`src/rtl/ula_bist.sv`:
```
// Built-in self-test for a WIDTH-bit add/subtract ULA: sweeps every {sel, a, b}
// vector, checks result and overflow, and keeps pass/fail statistics.
module ula_bist #(
  parameter int WIDTH = 4
) (
  input  logic                 clk,
  input  logic                 rst_n,
  input  logic                 start,
  output logic [WIDTH-1:0]     ula_a,
  output logic [WIDTH-1:0]     ula_b,
  output logic                 ula_sel,
  input  logic [WIDTH-1:0]     ula_s,
  input  logic                 ula_ovf,
  output logic                 busy,
  output logic                 done,
  output logic [2*WIDTH+1:0]   pass_count,
  output logic [2*WIDTH+1:0]   fail_count,
  output logic [2*WIDTH:0]     first_fail,
  output logic                 fail_seen
);

  localparam int IW    = 2 * WIDTH + 1;
  localparam int N_VEC = 2 ** IW;
  localparam logic [IW-1:0] LAST_IDX = IW'(N_VEC - 1);

  typedef enum logic [1:0] {
    IDLE  = 2'd0,
    DRIVE = 2'd1,
    CHECK = 2'd2,
    DONE  = 2'd3
  } state_t;

  state_t          state;
  logic [IW-1:0]   idx;
  logic [WIDTH:0]  exp_full;
  logic            match;

  // Expected {ovf, s}: bit WIDTH is the carry for add and the borrow for subtract.
  always_comb begin
    exp_full = '0;
    if (ula_sel) exp_full = {1'b0, ula_a} - {1'b0, ula_b};
    else         exp_full = {1'b0, ula_a} + {1'b0, ula_b};
  end

  assign match = (ula_s == exp_full[WIDTH-1:0]) && (ula_ovf == exp_full[WIDTH]);

  always_ff @(posedge clk or negedge rst_n) begin
    if (!rst_n) begin
      state      <= IDLE;
      idx        <= '0;
      ula_a      <= '0;
      ula_b      <= '0;
      ula_sel    <= 1'b0;
      busy       <= 1'b0;
      done       <= 1'b0;
      pass_count <= '0;
      fail_count <= '0;
      first_fail <= '0;
      fail_seen  <= 1'b0;
    end else begin
      done <= 1'b0;
      case (state)
        IDLE: begin
          if (start) begin
            idx                     <= '0;
            {ula_sel, ula_a, ula_b} <= '0;
            pass_count              <= '0;
            fail_count              <= '0;
            first_fail              <= '0;
            fail_seen               <= 1'b0;
            busy                    <= 1'b1;
            state                   <= DRIVE;
          end
        end
        DRIVE: state <= CHECK;
        CHECK: begin
          if (match) begin
            pass_count <= pass_count + 1'b1;
          end else begin
            fail_count <= fail_count + 1'b1;
            if (!fail_seen) begin
              first_fail <= idx;
              fail_seen  <= 1'b1;
            end
          end
          // The last vector ends the run rather than wrapping the index.
          if (idx == LAST_IDX) begin
            busy  <= 1'b0;
            done  <= 1'b1;
            state <= DONE;
          end else begin
            idx                     <= idx + 1'b1;
            {ula_sel, ula_a, ula_b} <= idx + 1'b1;
            state                   <= DRIVE;
          end
        end
        DONE:    state <= IDLE;
        default: state <= IDLE;
      endcase
    end
  end

endmodule
```
`config.mk`:
```
export PLATFORM = sky130hd
export DESIGN_NAME = ula_bist
export DESIGN_NICKNAME = d
export VERILOG_FILES = /design/src/rtl/ula_bist.sv
export SDC_FILE = /design/constraint.sdc
export NUM_CORES = 1
export LEC_CHECK = 0
export ABC_AREA = 1
export CAP_MARGIN = 30
export CORE_UTILIZATION = 56
export CTS_CLUSTER_DIAMETER = 80
export DETAILED_ROUTE_END_ITERATION = 7
export GPL_TIMING_DRIVEN = 0
export HOLD_SLACK_MARGIN = 0.02
export PLACE_DENSITY = 0.85
export SKIP_LAST_GASP = 1
export SLEW_MARGIN = 20
export SYNTH_ARGS = -nofsm -noshare
export SYNTH_HDL_FRONTEND = slang
export SYNTH_SLANG_ARGS = --single-unit
```
`constraint.sdc`:
```
create_clock -name clk -period 3.8 [get_ports clk]
set_input_delay 0.76 -clock clk [delete_from_list [all_inputs] [get_ports clk]]
set_output_delay 0.76 -clock clk [all_outputs]
set_load 0.02 [all_outputs]
```
==> results.cfg <==
[clocking]
cts.sinks = 43
cts_tree = done
htreeDepth = 2
worstSkewPairLatency_ns = 0.30
cts_max_path_buffers = 2
cts_resized = 0
cts_hold_buf = 0
post_cts_buffers = 0
cts_buffers = 5
clk_pin_slew_ns = 0.08
root_buffer = clkbuf_8

[worst_setup_path]
crit_fanout = 10
worst_ep_arrival_time_ns = 3.15
r2r_start = ula_b[0]$_DFFE_PN0P_
worst_r2r_endpoint = fail_count[2]$_DFFE_PN0P_
worstSetupPathType = reg2reg
cp.required_ns = 4.02
critPathLaunchType = register
worst_setup_path_end_kind = register
rrSetupSlack_ns = 0.87
reg2reg_depth = 15

[status]
status = finished, final reports clean

[sta]
slew-limit-headroom_pct = 73.7
setup_slack_ns = 0.870
whs_ns = 0.346
period_minus_slack_ns = 2.93
rsz0062_at_grt = false
fin_setup_tns_ns = 0
fin_skew_ns = 0.00624
hold_viol = 0
slew_violations = 0
tightest_slew_ns = 0.394
timing.final.crit_share_pct = 77.1
fmax_mhz = 341
setup_violations = 0

[synthesis]
syn_area_sq_mm = 0.00256
synth_top_area_cell = dfrtp_1
syn_nets = 344
synthTopCellsByArea = dfrtp_1 (42%), nand2_1 (14%), nand3_1 (5.7%), inv_1 (4.7%), xor2_1 (4.4%)
synthTopCellsByCount = nand2_1 (95), dfrtp_1 (43), inv_1 (32), nand3_1 (29), nor2_1 (27)
synth_edf_count = 0
netlist.area_leader.share_pct = 42.0
async_flop_share_pct = 100
ys_warn_count = 0
synth.avg_cell_area_sq_um = 7.86
synth.distinct_cells = 31
netlist_instances = 326
ys.flop_type = dfrtp_1
synth_most_common_cell = nand2_1
ys_ff_latch = 43
seq_area_frac_synth_pct = 42.0

[global_routing]
grtUsageTotal_pct = 26.3
grt_pass1_vias = 2284
antenna_found_initial = 0
overflow = 0
grt_max_degree = 31
grt_pass1_wl_um = 10300

[drt]
drt_iter0_drc = 154
first_pass_iters = 4
dr_wl_met2_um = 2800
vias = 2337
via_per_inst = 5.37
dr_wl_met3_um = 220
detail-route-antenna-nets = 0
wl_met1_um = 2570
wl_um = 5710
avgRoutedWirePerCell_um = 13.1
drc = 0
top_layer = met4

[cells_and_area]
fin_nets = 400
drive_above_1_share_pct = 9.66
n_antenna_cell = 0
synthToLayoutAreaGrowth_pct = 26.3

[floorplanning]
io-pin-count = 49
initial_core_util_pct = 58.4
rows = 24
core_area_sq_mm = 0.00438
die_x_um = 69.6
dieArea_sq_mm = 0.00485
die_y_um = 69.6

[power]
power_leakage_uw = 0.00150
p_per_area_mw_per_mm2 = 537
peakVddDrop_v = 0.000257
power.total_uw = 1740

[placed_design]
gp_congestion = 0.842
place_ws_ns = 0.947
hpwl_um = 4160
port-buffer-count = 48

[run]
drv_cap = 0

[hold_path]
hp-class = in2async
-- registers in the layout, indices dropped and copies added (netlist names) --
register    flops
busy            1
done            1
fail_count     10
fail_seen       1
first_fail      9
idx             3
pass_count     10
state           2
ula_a           3
ula_b           3
-- final cells by class --
cell class | instances | area (sq um)
Multi-Input combinational cell | 240 | 1300
Fill cell | 330 | 1150
Sequential cell | 43 | 1080
Timing Repair Buffer | 49 | 495
Inverter | 34 | 128
Clock buffer | 5 | 68.8
Tap cell | 52 | 65.1
Buffer | 9 | 62.6
Clock inverter | 3 | 43.8
-- worst max-delay path by stage --
stage | startpoint | cells after the start | endpoint
floorplan | ula_b[0]$_DFFE_PN0P_ | 15 | fail_count[0]$_DFFE_PN0P_
global route | ula_b[0]$_DFFE_PN0P_ | 15 | fail_count[2]$_DFFE_PN0P_
CTS | ula_b[0]$_DFFE_PN0P_ | 16 | pass_count[3]$_DFFE_PN0P_
finish | ula_b[0]$_DFFE_PN0P_ | 15 | fail_count[2]$_DFFE_PN0P_
detailed placement | ula_b[0]$_DFFE_PN0P_ | 16 | pass_count[3]$_DFFE_PN0P_
global placement | rst_n | 1 | fail_count[9]$_DFFE_PN0P_
-- report_power, final --
part	leakage [uW]	switching (uW)	total [uW]	internal [uW]
clock	0.0000581	160	356	196
combinational	0.000856	502	804	302
sequential	0.000586	72.8	579	507
-- layer usage --
layer | track usage [%] | vias to the layer above
li1 | - | 1159
met5 | 0 | -
met3 | 5.38 | 10
met4 | 9.33 | 0
met1 | 34.1 | 1109
met2 | 44.0 | 59
-- worst max-delay path, stage by stage, from the launching register on --
cell,delay (ns)
dfrtp_1,0.50
inv_1,0.13
ha_1,0.32
inv_1,0.04
o21ai_0,0.29
fa_1,0.50
nand2_1,0.08
nand2_1,0.05
nor2_1,0.11
nand3_2,0.10
nor2_4,0.14
nand2_2,0.08
nand2_2,0.08
buf_2,0.24
nand3_1,0.11
o21ai_0,0.09
-- stage by stage --
step           std cells  utilization, %  area (sq um)
2_1_floorplan        326               -          2560
5_1_grt              435            73.8          3240
6_report             435            73.8          3240
3_3_place_gp         426            70.9          3110
4_1_cts              435            73.8          3240
3_5_place_dp         427            71.2          3120
-- cells by family (layout without fill, tap and decap cells) --
kind of cell	count (synthesis)	in the layout	share of synthesized area (%)
and+or+nand+nor	189	189	34.6
DFF	43	43	42.0
buffers and inverters	43	100	7.42
AOI/OAI and AO/OA	23	23	4.69
xor gates and xnor gates	18	18	6.15
adders and majority gates	10	10	5.18
-- cell usage in the layout, fill, tap and decap left out, drive strengths merged --
master	instances
a21oi	3
a31oi	1
and3b	1
buf	10
bufinv	1
clkbuf	6
clkdlybuf4s50	47
clkinv	4
dfrtp	43
fa	1
ha	9
inv	32
nand2	99
nand3	38
nand3b	1
nand4	11
nor2	30
nor3	7
nor3b	1
o21ai	19
or2	1
xnor2	5
xor2	13
Note: power is estimated with default switching activity, not from simulation.
